[src/rtl/pipelined_barrel_shifter.sv]
// Elastic, pipelined rotate/shift unit with one log2 shift level per stage.
// Optional out_zero result flag is enabled by defining BSHIFT_ZERO_FLAG_EN.
module pipelined_barrel_shifter #(
  parameter int WIDTH = 16,
  parameter int LOG2W = $clog2(WIDTH)
) (
  input  logic             clk,
  input  logic             rst_n,
  input  logic             in_valid,
  output logic             in_ready,
  input  logic [WIDTH-1:0] in_data,
  input  logic [LOG2W-1:0] in_amt,
  input  logic [1:0]       in_op,
  output logic             out_valid,
  input  logic             out_ready,
  output logic [WIDTH-1:0] out_data
`ifdef BSHIFT_ZERO_FLAG_EN
  ,
  output logic             out_zero
`endif
);

  typedef enum logic [1:0] {
    OP_ROL = 2'b00,
    OP_ROR = 2'b01,
    OP_SRL = 2'b10,
    OP_SRA = 2'b11
  } op_e;

  logic [LOG2W-1:0][WIDTH-1:0] data_q;
  logic [LOG2W-1:0][1:0]       op_q;
  logic [LOG2W-1:0][LOG2W-1:0] amt_q;
  logic [LOG2W-1:0]            valid_q;

  logic [LOG2W-1:0]            advance;
  logic [LOG2W-1:0][WIDTH-1:0] src_data;
  logic [LOG2W-1:0][1:0]       src_op;
  logic [LOG2W-1:0][LOG2W-1:0] src_amt;
  logic [LOG2W-1:0]            src_valid;
  logic [LOG2W-1:0][WIDTH-1:0] next_data;

  function automatic logic [WIDTH-1:0] shift_stage(
    input logic [WIDTH-1:0] d,
    input op_e              op,
    input int unsigned      s
  );
    logic [WIDTH-1:0] r;
    case (op)
      OP_ROL:  r = (d << s) | (d >> (WIDTH - s));
      OP_ROR:  r = (d >> s) | (d << (WIDTH - s));
      OP_SRL:  r = d >> s;
      default: r = $unsigned($signed(d) >>> s);
    endcase
    return r;
  endfunction

  // A stage may load when it is empty or everything downstream of it can move.
  always_comb begin
    logic chain;
    chain   = out_ready;
    advance = '0;
    for (int unsigned i = LOG2W; i > 0; i--) begin
      chain        = chain | ~valid_q[i-1];
      advance[i-1] = chain;
    end
  end

  always_comb begin
    src_data  = '0;
    src_op    = '0;
    src_amt   = '0;
    src_valid = '0;
    next_data = '0;
    for (int unsigned k = 0; k < LOG2W; k++) begin
      if (k == 0) begin
        src_data[k]  = in_data;
        src_op[k]    = in_op;
        src_amt[k]   = in_amt;
        src_valid[k] = in_valid;
      end else begin
        src_data[k]  = data_q[k-1];
        src_op[k]    = op_q[k-1];
        src_amt[k]   = amt_q[k-1];
        src_valid[k] = valid_q[k-1];
      end
      next_data[k] = src_amt[k][k] ? shift_stage(src_data[k], op_e'(src_op[k]), 1 << k)
                                   : src_data[k];
    end
  end

  always_ff @(posedge clk or negedge rst_n) begin
    if (!rst_n) begin
      valid_q <= '0;
      data_q  <= '0;
      op_q    <= '0;
      amt_q   <= '0;
    end else begin
      for (int unsigned k = 0; k < LOG2W; k++) begin
        if (advance[k]) begin
          valid_q[k] <= src_valid[k];
          data_q[k]  <= next_data[k];
          op_q[k]    <= src_op[k];
          amt_q[k]   <= src_amt[k];
        end
      end
    end
  end

`ifdef BSHIFT_ZERO_FLAG_EN
  logic zero_q;

  always_ff @(posedge clk or negedge rst_n) begin
    if (!rst_n) begin
      zero_q <= 1'b1;
    end else if (advance[LOG2W-1]) begin
      zero_q <= (next_data[LOG2W-1] == '0);
    end
  end

  assign out_zero = zero_q;
`endif

  assign in_ready  = advance[0];
  assign out_valid = valid_q[LOG2W-1];
  assign out_data  = data_q[LOG2W-1];

endmodule
[config.mk]
export PLATFORM = sky130hd
export DESIGN_NAME = pipelined_barrel_shifter
export DESIGN_NICKNAME = d
export VERILOG_FILES = /design/src/rtl/pipelined_barrel_shifter.sv
export SDC_FILE = /design/constraint.sdc
export NUM_CORES = 1
export LEC_CHECK = 0
export CAP_MARGIN = 20
export CELL_PAD_IN_SITES_DETAIL_PLACEMENT = 1
export CELL_PAD_IN_SITES_GLOBAL_PLACEMENT = 2
export CORE_MARGIN = 3
export CORE_UTILIZATION = 36
export CTS_CLUSTER_DIAMETER = 50
export DETAILED_ROUTE_END_ITERATION = 6
export PLACE_DENSITY_LB_ADDON = 0.1
export SYNTH_ARGS = -nofsm -noshare
export SYNTH_HDL_FRONTEND = slang
export SYNTH_SLANG_ARGS = --single-unit
[constraint.sdc]
create_clock -name clk -period 1.57 [get_ports clk]
set_clock_uncertainty 0.1 [all_clocks]
set_input_delay 0.314 -clock clk [delete_from_list [all_inputs] [get_ports clk]]
set_output_delay 0.314 -clock clk [all_outputs]
set_load 0.005 [all_outputs]
==> run_results.csv, run 1 <==
group,metric,value,unit
outcome,outcome,"finished with violations",
outcome,failed_checks,"setup timing",
cells_and_area,seq_area,0.00200,mm^2
cells_and_area,area_growth_from_synthesis_to_final_layout,25.4,%
cts,h-tree-depth,3,
synth,post_synth_inst_count,494,
cts,tritoncts.num_buffers,9,
synth,syn_area,0.00456,mm^2
global_routing,antenna_violations_before_repair,0,
cells_and_area,fillCellCount,1418,
placement,gp_routability_congestion,0.818,
hold_path,min_path_type,"in2async",
timing,actual_transition_at_the_worst_max_transition_pin,0.362,ns
global_routing,global_route_wire_length_before_repair,19900,um
critical_path,critical_path.slowest_cell,"sky130_fd_sc_hd__dfrtp_1",
timing,period_share,1.06,
power,power.share.combinational,0.308,
critical_path,critical_path_peak_fanout,2,
synth,yosysSeqAreaShare,0.439,
timing,maxClockFrequency,599,MHz
critical_path,cp-start-kind,"flip-flop",
cts,cts_sinks,80,
cells_and_area,finish.instance_area,0.00572,mm^2
power,p_int,0.00506,W
power,switchingPower,0.00235,W
power,cellPowerDensity,1300,mW/mm^2
routing,avgViaCountPerCell,5.36,
routing,ant_nets,0,
placement,place_area,0.00537,mm^2
timing,final_max_slew_viol_count,0,
power,seq_power_share,0.404,
timing,max_slew_margin,0.759,
power,cellLeakagePower,2.62,nW
critical_path,cp-end-kind,"primary output",
global_routing,grt_pass1_vias,3895,
die,floorplan.die_area,0.0141,mm^2
global_routing,grt_max_degree,34,
cells_and_area,layout_cells_sized_above_1,0.182,
power,ir_worst_vdd,0.412,mV
routing,drt-total-wl,11800,um
critical_path,timing.critical_path.required,1.16,ns
power,sw_frac_of_total,0.317,
synth,synth_cell_types,33,
global_routing,total_grt_overflow,0,
die,initial_core_util,0.374,
routing,via_count,3817,
synth,post_synth.cell_area_avg,9.23,um^2
job,drv.max_cap_violation_count,0,
timing,count_of_endpoints_failing_hold_in_the_final_timing_report,0,
die,boundaryPins,44,
power,share_clk_of_total_power,0.288,
cts,worstSkewPairLatency,0.34,ns
synth,main_area_contributors_after_synthesis,"sky130_fd_sc_hd__dfrtp_1 (44%), sky130_fd_sc_hd__o21ai_0 (11%), sky130_fd_sc_hd__o311a_1 (8.6%), sky130_fd_sc_hd__nand2_1 (4.0%), sky130_fd_sc_hd__inv_1 (3.3%)",
routing,firstDrtPassIters,4,
cells_and_area,finalCoreUtilization,0.469,
critical_path,cp_slowest_stage_delay,0.38,ns
timing,setup_violations,6,
die,core,0.0122,mm^2
synth,synth_top_area_frac,0.439,
cells_and_area,antenna_cells,0,
die,die_w,119,um
critical_path,worstPathCellList,"and4b_2 -> nand2_2 -> buf_6",
cells_and_area,layout.nets,565,
synth,synth.ff_latch_count,80,
placement,dp_worst_setup_slack,-0.516,ns
timing,finalWorstSetupSlack,-0.0981,ns
die,row_count,40,
cts,cts.reportedPaths.clkPinSlew,0.06,ns
routing,remaining_drc_errors,0,
cts,clockRootBuffer,"sky130_fd_sc_hd__clkbuf_16",
routing,detail_route.wl_per_cell,16.6,um
die,floorplan.die.height,119,um
cells_and_area,multi_input_comb_area,0.00210,mm^2
synth,cell_taking_the_most_area_after_synthesis,"sky130_fd_sc_hd__dfrtp_1",
synth,synthesis.nets,520,
critical_path,setup.worst_path.class,"reg2out",
timing,rsz0062_at_grt,"true",
placement,final_hpwl_dp,8860,um
timing,post-route-min-period,1.67,ns
routing,dr.first_iter.drc_count,194,
placement,placement.io_buffers,43,
critical_path,worstPathArrival,1.25,ns
cts,cts_buffer_depth,2,
global_routing,global_route.usage.total,0.174,
synth,synth.yosys.warnings,0,
cts,tritoncts_clock_tree,"done",
==> flip-flops by register name, indices dropped and copies added (netlist names) <==
name,cells
data_q,48
out_data,16
amt_q,6
op_q,6
valid_q,4
==> final cells by class <==
cell class              instances  area share
clock inverters                 3     0.00700
clock buffers                  13      0.0455
well taps                     168      0.0367
flip-flops and latches         80       0.350
inverters                      40      0.0262
multi-input cells             309       0.367
repair buffers                 99       0.168
==> stage by stage <==
| step | instances | TNS [ns] | total power, W | hold slack (ns) |
|---|---|---|---|---|
| after floorplan | 494 | 0 | 0.00448 | -0.0816 |
| after global placement | 690 | -15.38 | 0.00531 | 0.155 |
| after detailed placement | 690 | -16.91 | 0.00539 | 0.157 |
| after CTS | 711 | -0.0703 | 0.00750 | 0.336 |
| after global routing | 712 | -0.831 | 0.00797 | 0.369 |
| final | 712 | -0.231 | 0.00741 | 0.332 |
==> per-layer routing <==
| layer | vias to the layer above | GRT usage | part of all wire |
|---|---|---|---|
| met5 | - | 0 | 0 |
| met4 | 0 | 0.0710 | 0.025 |
| met3 | 18 | 0.0373 | 0.029 |
| met2 | 52 | 0.300 | 0.49 |
| met1 | 1876 | 0.211 | 0.46 |
| li1 | 1871 | - | - |
==> worst max-delay path: cells and delay by family (launching register included) <==
kind / cells / cell delay (ns)
flops: 1 / 0.38
simple gates: 2 / 0.41
buf+inv: 1 / 0.12
==> final timing paths <==
path                           endpoint  cells after the start    startpoint  slack, ns
setup / recovery               in_ready                      3    valid_q[3]       -0.1
hold / removal             out_data[10]                      2         rst_n       0.33
setup reg to reg                op_q[1]                      4    valid_q[3]      -0.04
hold reg to reg            out_data[11]                      1  out_data[11]       0.37
max in group asynchronous   out_data[2]                      3         rst_n       0.53
min in group clk           out_data[11]                      1  out_data[11]       0.37
==> timing repair <==
action | in CTS | in global routing
hold buffers | 1 | 0
hold endpoints to repair | 23 | 0
pin swaps | 2 | 2
setup buffers | 4 | 1
gates resized for setup | 24 | 5
endpoints found under the setup margin | 38 | 18
==> placed cells by master (no fill, tap or decap), drive strengths merged <==
cell / instances
clkinv: 2
a32oi: 1
nand2: 50
nand4b: 1
nor2b: 1
dlygate4sd3: 1
mux2i: 15
or2: 1
a21o: 8
buf: 57
o311a: 39
o22ai: 25
nand3b: 1
or3b: 2
o211a: 6
nor2: 10
and4b: 1
mux2: 8
clkdlybuf4s50: 23
nand3: 3
dfrtp: 80
nand2b: 11
a21bo: 1
a311oi: 8
and3b: 1
bufinv: 1
a31oi: 2
inv: 40
clkbuf: 13
o21ai: 101
o2bb2ai: 13
dlygate4sd2: 18
==> cells in the mapped netlist <==
master,n
sky130_fd_sc_hd__a32oi_1,1
sky130_fd_sc_hd__mux2_2,5
sky130_fd_sc_hd__o21ai_1,1
sky130_fd_sc_hd__o311a_1,39
sky130_fd_sc_hd__nor2_1,10
sky130_fd_sc_hd__buf_6,2
sky130_fd_sc_hd__nand2_1,49
sky130_fd_sc_hd__clkbuf_1,32
sky130_fd_sc_hd__o22ai_1,16
sky130_fd_sc_hd__o21ai_0,100
sky130_fd_sc_hd__inv_1,40
sky130_fd_sc_hd__buf_4,16
sky130_fd_sc_hd__and4b_1,1
sky130_fd_sc_hd__a31oi_1,2
sky130_fd_sc_hd__mux2_4,3
sky130_fd_sc_hd__o211a_1,6
sky130_fd_sc_hd__nand2b_1,11
sky130_fd_sc_hd__nor2b_1,1
sky130_fd_sc_hd__and3b_1,1
sky130_fd_sc_hd__a311oi_1,8
sky130_fd_sc_hd__nand2_2,1
sky130_fd_sc_hd__a21bo_2,1
sky130_fd_sc_hd__or3b_2,2
sky130_fd_sc_hd__mux2i_1,15
sky130_fd_sc_hd__o22ai_2,9
sky130_fd_sc_hd__o2bb2ai_1,13
sky130_fd_sc_hd__or2_2,1
sky130_fd_sc_hd__nand3_1,3
sky130_fd_sc_hd__nand3b_1,1
sky130_fd_sc_hd__dfrtp_1,80
sky130_fd_sc_hd__nand4b_1,1
sky130_fd_sc_hd__a21o_1,8
sky130_fd_sc_hd__buf_2,15
==> power groups by stage <==
stage	sequential, W	combinational, W	clock (W)
5_1_grt	0.00309	0.00258	0.00231
3_3_place_gp	0.00303	0.00228	0
6_report	0.00300	0.00228	0.00213
2_1_floorplan	0.00290	0.00158	0
4_1_cts	0.00301	0.00229	0.00220
3_5_place_dp	0.00306	0.00234	0
==> cell families (layout without fill, tap and decap cells) <==
logic type	count (synthesis)	after routing	synth area share
and+or+nand+nor	82	82	0.0826
buffers and inverters	105	155	0.107
DFF	80	80	0.439
AOI/OAI and AO/OA	204	204	0.317
muxes	23	23	0.0551
Power figures use the tool's default switching activity.
==> run 2, diff against run 1 <==
--- a/config.mk
+++ b/config.mk
@@ -9,7 +9,8 @@
 export CELL_PAD_IN_SITES_DETAIL_PLACEMENT = 1
 export CELL_PAD_IN_SITES_GLOBAL_PLACEMENT = 2
 export CORE_MARGIN = 3
-export CORE_UTILIZATION = 36
+export CORE_UTILIZATION = 37
+export CTS_BUF_LIST = sky130_fd_sc_hd__clkbuf_8
 export CTS_CLUSTER_DIAMETER = 50
 export DETAILED_ROUTE_END_ITERATION = 6
 export PLACE_DENSITY_LB_ADDON = 0.1
==> run 2 against run 1 <==
  * The flow still finishes with violations (setup timing)
  * Register-to-register slack improved by 0.05 ns
  * Maximum frequency rose by 1.2%
  * Sequential cell count did not move
  * Final cell count fell by 4.2%
  * Non-clock buffer count fell by 5
  * Sequential power barely moved
  * Clock power fell by 34%
  * Worst hold slack improved by 0.0093 ns
  * Die area fell by 2.6%
  * First-iteration DRC count did not move
  * Critical path depth did not move
  * Count of clock-buffer cells in the layout fell by 1
==> run_results.csv, run 2 (synthesized netlist as in run 1, its figures left out) <==
group,metric,value,unit
outcome,outcome,"finished with violations",
outcome,failed_checks,"setup timing",
critical_path,timing.critical_path.max_delay_family,"simple AND/OR/NAND/NOR gates",
placement,placement.io_buffers,43,
routing,via_count,3752,
critical_path,setup.worst_path.class,"reg2out",
die,row_count,39,
critical_path,critical_path_peak_fanout,2,
cells_and_area,layout.nets,560,
timing,max_slew_margin,0.717,
cts,tritoncts.num_buffers,9,
routing,firstDrtPassIters,4,
cts,cts_sinks,80,
critical_path,timing.reg2reg.worst_path_depth,4,
routing,ant_nets,0,
cells_and_area,area_growth_from_synthesis_to_final_layout,20.8,%
critical_path,critical_path.n_buffers_inverters,1,
critical_path,cp-end-kind,"primary output",
critical_path,r2r_slack,0.01,ns
global_routing,global_route_wire_length_before_repair,18800,um
die,floorplan.die.height,117,um
cells_and_area,layout_cells_sized_above_1,0.174,
power,cellLeakagePower,2.54,nW
critical_path,worstPathCellList,"and4b_2 -> nand2_2 -> buf_2",
die,core,0.0117,mm^2
global_routing,grt_pass1_vias,3782,
critical_path,worst_r2r_endpoint,"data_q[13]",
cts,cts.reportedPaths.clkPinSlew,0.08,ns
timing,period_share,1.05,
global_routing,antenna_violations_before_repair,0,
die,boundaryPins,44,
placement,gp_routability_congestion,0.759,
routing,dr.first_iter.drc_count,194,
critical_path,critical_path.slowest_cell,"sky130_fd_sc_hd__dfrtp_1",
cells_and_area,fillCellCount,1336,
placement,cell_total_after_placement,659,
die,initial_core_util,0.390,
global_routing,global_route.usage.total,0.172,
global_routing,total_grt_overflow,0,
die,die_w,117,um
critical_path,r2r_start,"valid_q[2]",
timing,rsz0062_at_grt,"true",
global_routing,grt_max_degree,34,
routing,detail_route.wl_per_cell,16.2,um
routing,avgViaCountPerCell,5.50,
hold_path,min_path_type,"in2async",
timing,post-route-min-period,1.65,ns
cells_and_area,instances_no_fill,682,
timing,maxClockFrequency,607,MHz
timing,count_of_endpoints_failing_hold_in_the_final_timing_report,0,
cells_and_area,finalCoreUtilization,0.471,
critical_path,worstPathArrival,1.23,ns
power,ir_worst_vdd,0.374,mV
cells_and_area,max_flop_register,"data_q",
timing,actual_transition_at_the_worst_max_transition_pin,0.424,ns
cells_and_area,layout_common_cells,"sky130_fd_sc_hd__o21ai_0 (100), sky130_fd_sc_hd__dfrtp_1 (80), sky130_fd_sc_hd__nand2_1 (49)",
timing,final_max_slew_viol_count,0,
cts,worstSkewPairLatency,0.35,ns
job,drv.max_cap_violation_count,0,
power,cellPowerDensity,1200,mW/mm^2
critical_path,cp_slowest_stage_delay,0.36,ns
cts,clockRootBuffer,"sky130_fd_sc_hd__clkbuf_8",
timing,finalSetupTns,-0.0785,ns
critical_path,timing.critical_path.required,1.16,ns
routing,drt-total-wl,11100,um
timing,finalWorstSetupSlack,-0.0785,ns
critical_path,cp-start-kind,"flip-flop",
cells_and_area,antenna_cells,0,
cells_and_area,largest_register_ff_count,48,
routing,remaining_drc_errors,0,
die,floorplan.die_area,0.0137,mm^2
timing,setup_violations,1,
placement,final_hpwl_dp,8360,um
cells_and_area,most_common_library_cell_in_the_layout_ignoring_fill_and_taps,"sky130_fd_sc_hd__o21ai_0",
cts,h-tree-depth,3,
cts,cts_buffer_depth,2,
placement,dp_worst_setup_slack,-0.512,ns
cts,tritoncts_clock_tree,"done",
run 2: worst register-to-register path, cell delays in order (launching register included):
cell and delay (ns):
sky130_fd_sc_hd__dfrtp_1 0.39, sky130_fd_sc_hd__and4b_2 0.30, sky130_fd_sc_hd__nand2_2 0.09, sky130_fd_sc_hd__buf_4 0.22, sky130_fd_sc_hd__mux2_2 0.36
run 2: worst max path at each step:
stage,cells past startpoint,startpoint,to,slack [ns]
floorplan,4,valid_q[3],in_ready,0.11
global placement,4,out_ready,in_ready,-0.52
detailed placement,4,out_ready,in_ready,-0.51
CTS,3,valid_q[3],in_ready,-0.09
global route,3,valid_q[3],in_ready,-0.13
finish,3,valid_q[2],in_ready,-0.08
run 2: cell type report:
cell class,instances,area (um^2),share of cell area
inverter,40,150,0.0272
tap,143,179,0.0325
sequential,80,2000,0.363
multi-input combinational,309,2090,0.380
clock inverter,4,18.8,0.00341
clock buffer,12,165,0.0300
timing repair buffer,94,902,0.164
run 2: power by group:
| part | switching, W | internal, W |
|---|---|---|
| logic | 0.00111 | 0.00114 |
| registers | 0.000378 | 0.00259 |
| clock network | 0.000715 | 0.000691 |
| total | 0.00220 | 0.00442 |
run 2: per-stage QoR:
step | instance area [um^2] | total power (W) | hold slack, ns
after floorplan | 4560 | 0.00448 | -0.0816
after global placement | 5280 | 0.00526 | 0.179
after detailed placement | 5280 | 0.00532 | 0.187
after CTS | 5490 | 0.00669 | 0.359
after global routing | 5510 | 0.00714 | 0.375
final | 5510 | 0.00662 | 0.342
run 2: routing by layer:
layer,vias up,track usage,share of wire
met5,-,0,0
met4,0,0.0543,0.0091
met3,7,0.0221,0.027
met2,48,0.301,0.50
met1,1835,0.222,0.46
li1,1862,-,-
run 2: what timing repair did:
item                       4_1_cts  5_1_grt
hold buffers                     1        0
gates resized for setup         23        4
pin swaps                        2        1
setup buffers                    7        0
setup endpoints to repair       33       21
hold endpoints to repair        24        0
==> run 3, diff against run 2 <==
--- a/config.mk
+++ b/config.mk
@@ -14,6 +14,7 @@
 export CTS_CLUSTER_DIAMETER = 50
 export DETAILED_ROUTE_END_ITERATION = 6
 export PLACE_DENSITY_LB_ADDON = 0.1
+export REMOVE_ABC_BUFFERS = 1
 export SYNTH_ARGS = -nofsm -noshare
 export SYNTH_HDL_FRONTEND = slang
 export SYNTH_SLANG_ARGS = --single-unit
==> run 3 against run 2 <==
  * The flow still finishes with violations (setup timing)
  * Power is 1.2% higher
  * Critical path depth is the same
  * Utilization increased by 0.20 points
  * Maximum frequency is 0.89% higher
  * Register-to-register slack lost 0.03 ns
  * Die area did not move
  * First-iteration DRC count shrank 23%
  * Global-route usage increased by 0.95 points
  * Routed wire length rose by 4.2%
  * Sequential share of layout area down 0.16 points
  * Via count is 1.3% higher
  * Critical endpoint unchanged
  * Largest cell class unchanged
  * Largest power group unchanged
  * Highest routed layer unchanged
==> run_results.csv, run 3 (synthesized netlist as in run 1, its figures left out) <==
group,metric,value,unit
outcome,outcome,"finished with violations",
outcome,failed_checks,"setup timing",
routing,via_count,3799,
cells_and_area,antenna_cells,0,
global_routing,grt_pass1_vias,3929,
global_routing,grt_max_degree,34,
placement,place_area,0.00525,mm^2
job,drv.max_cap_violation_count,0,
cts,cts.reportedPaths.clkPinSlew,0.08,ns
power,ir_worst_vdd,0.413,mV
cts,tritoncts.num_buffers,9,
global_routing,busiest_layer,"met2",
critical_path,critical_path.slowest_cell,"sky130_fd_sc_hd__dfrtp_1",
critical_path,timing.critical_path.required,1.16,ns
cts,clockRootBuffer,"sky130_fd_sc_hd__clkbuf_8",
timing,finalSetupTns,-0.107,ns
critical_path,cp-end-kind,"primary output",
die,floorplan.die.height,117,um
critical_path,critical_path.n_buffers_inverters,1,
cells_and_area,layout_cells_sized_above_1,0.178,
power,cellLeakagePower,2.55,nW
global_routing,use_met1,0.241,
cts,cts_buffer_depth,2,
routing,firstDrtPassIters,4,
power,cellPowerDensity,1210,mW/mm^2
placement,final_hpwl_dp,8460,um
timing,max_slew_margin,0.711,
cts,h-tree-depth,3,
critical_path,worstPathArrival,1.22,ns
die,floorplan.die_area,0.0137,mm^2
cells_and_area,layout.nets,560,
timing,period_share,1.04,
timing,worst_hold_slack_after_final_layout,0.356,ns
die,row_count,39,
die,core,0.0117,mm^2
timing,maxClockFrequency,612,MHz
cells_and_area,finish.instance_area,0.00554,mm^2
placement,placement.io_buffers,43,
cells_and_area,layout_common_cells,"sky130_fd_sc_hd__o21ai_0 (99), sky130_fd_sc_hd__dfrtp_1 (80), sky130_fd_sc_hd__nand2_1 (49)",
timing,count_of_endpoints_failing_hold_in_the_final_timing_report,0,
routing,detail_route.wl_per_cell,16.9,um
cells_and_area,largest_register_ff_count,48,
cells_and_area,fillCellCount,1322,
critical_path,cp_slowest_stage_delay,0.40,ns
cells_and_area,instances_no_fill,682,
hold_path,min_path_type,"in2async",
die,initial_core_util,0.390,
cts,worstSkewPairLatency,0.34,ns
timing,final_max_slew_viol_count,0,
critical_path,cp-start-kind,"flip-flop",
critical_path,critical_path_peak_fanout,4,
placement,cell_total_after_placement,660,
routing,remaining_drc_errors,0,
placement,dp_worst_setup_slack,-0.467,ns
timing,setup_violations,6,
timing,post-route-min-period,1.63,ns
critical_path,worstPathCellList,"and4b_2 -> nand2_2 -> buf_2",
global_routing,total_grt_overflow,0,
critical_path,timing.critical_path.max_delay_family,"flip-flops",
critical_path,setup.worst_path.class,"reg2out",
die,boundaryPins,44,
timing,rsz0062_at_grt,"true",
global_routing,antenna_violations_before_repair,0,
routing,dr.first_iter.drc_count,150,
die,die_w,117,um
global_routing,global_route.usage.total,0.182,
cells_and_area,most_common_library_cell_in_the_layout_ignoring_fill_and_taps,"sky130_fd_sc_hd__o21ai_0",
timing,finalWorstSetupSlack,-0.0639,ns
placement,gp_routability_congestion,0.927,
cells_and_area,area_growth_from_synthesis_to_final_layout,21.3,%
routing,drt-total-wl,11500,um
timing,actual_transition_at_the_worst_max_transition_pin,0.434,ns
routing,ant_nets,0,
global_routing,met3_layer_usage_reported_by_global_route,0.0334,
cts,tritoncts_clock_tree,"done",
cells_and_area,max_flop_register,"data_q",
global_routing,global_route_wire_length_before_repair,19900,um
cts,cts_sinks,80,
routing,avgViaCountPerCell,5.57,
global_routing,grt.met2_usage,0.301,
run 3: repair_timing:
action	in CTS	in global routing
pin swaps	2	0
resized for setup	24	10
hold buffers	1	0
setup buffers	4	1
setup endpoints to repair	23	25
endpoints found under the hold margin	29	0
gates cloned	0	1
run 3: path summary, 6_finish.rpt:
kind                         startpoint           end  slack, ns  cells after the start
max in group asynchronous         rst_n    data_q[38]       0.47                      3
max reg2reg                  valid_q[3]    data_q[12]      -0.02                      4
min                               rst_n   out_data[3]       0.36                      2
max                          valid_q[2]      in_ready      -0.06                      3
min in group clk           out_data[12]  out_data[12]       0.37                      1
min reg2reg                out_data[12]  out_data[12]       0.37                      1
run 3: layer usage:
layer / part of all wire / routed length [um] / up-vias
li1: - / - / 1862
met1: 0.47 / 5360 / 1859
met2: 0.49 / 5620 / 64
met3: 0.027 / 310 / 14
met4: 0.020 / 234 / 0
met5: 0 / 0 / -
run 3: layout make-up:
class                           instances  area [um^2]  area share
Clock buffer                           11          151      0.0274
Clock inverter                          5         47.5     0.00859
Inverter                               40          150      0.0271
Multi-Input combinational cell        309         2120       0.383
Sequential cell                        80         2000       0.362
Tap cell                              143          179      0.0323
Timing Repair Buffer                   94          887       0.160
run 3: where the power goes:
group / switching (W) / internal (W)
Clock: 0.000715 / 0.000806
Combinational: 0.00112 / 0.00110
Sequential: 0.000368 / 0.00259
Total: 0.00220 / 0.00450
run 3: worst register-to-register path, cell delays in order, from the launching register on:
cell and delay (ns):
sky130_fd_sc_hd__dfrtp_1 0.41, sky130_fd_sc_hd__and4b_2 0.27, sky130_fd_sc_hd__nand2_2 0.08, sky130_fd_sc_hd__buf_4 0.25, sky130_fd_sc_hd__mux2_2 0.37
run 3: through the flow:
stage,utilization,power (W)
floorplan,-,0.00414
global placement,0.448,0.00519
detailed placement,0.448,0.00527
CTS,0.466,0.00673
global route,0.473,0.00725
finish,0.473,0.00670
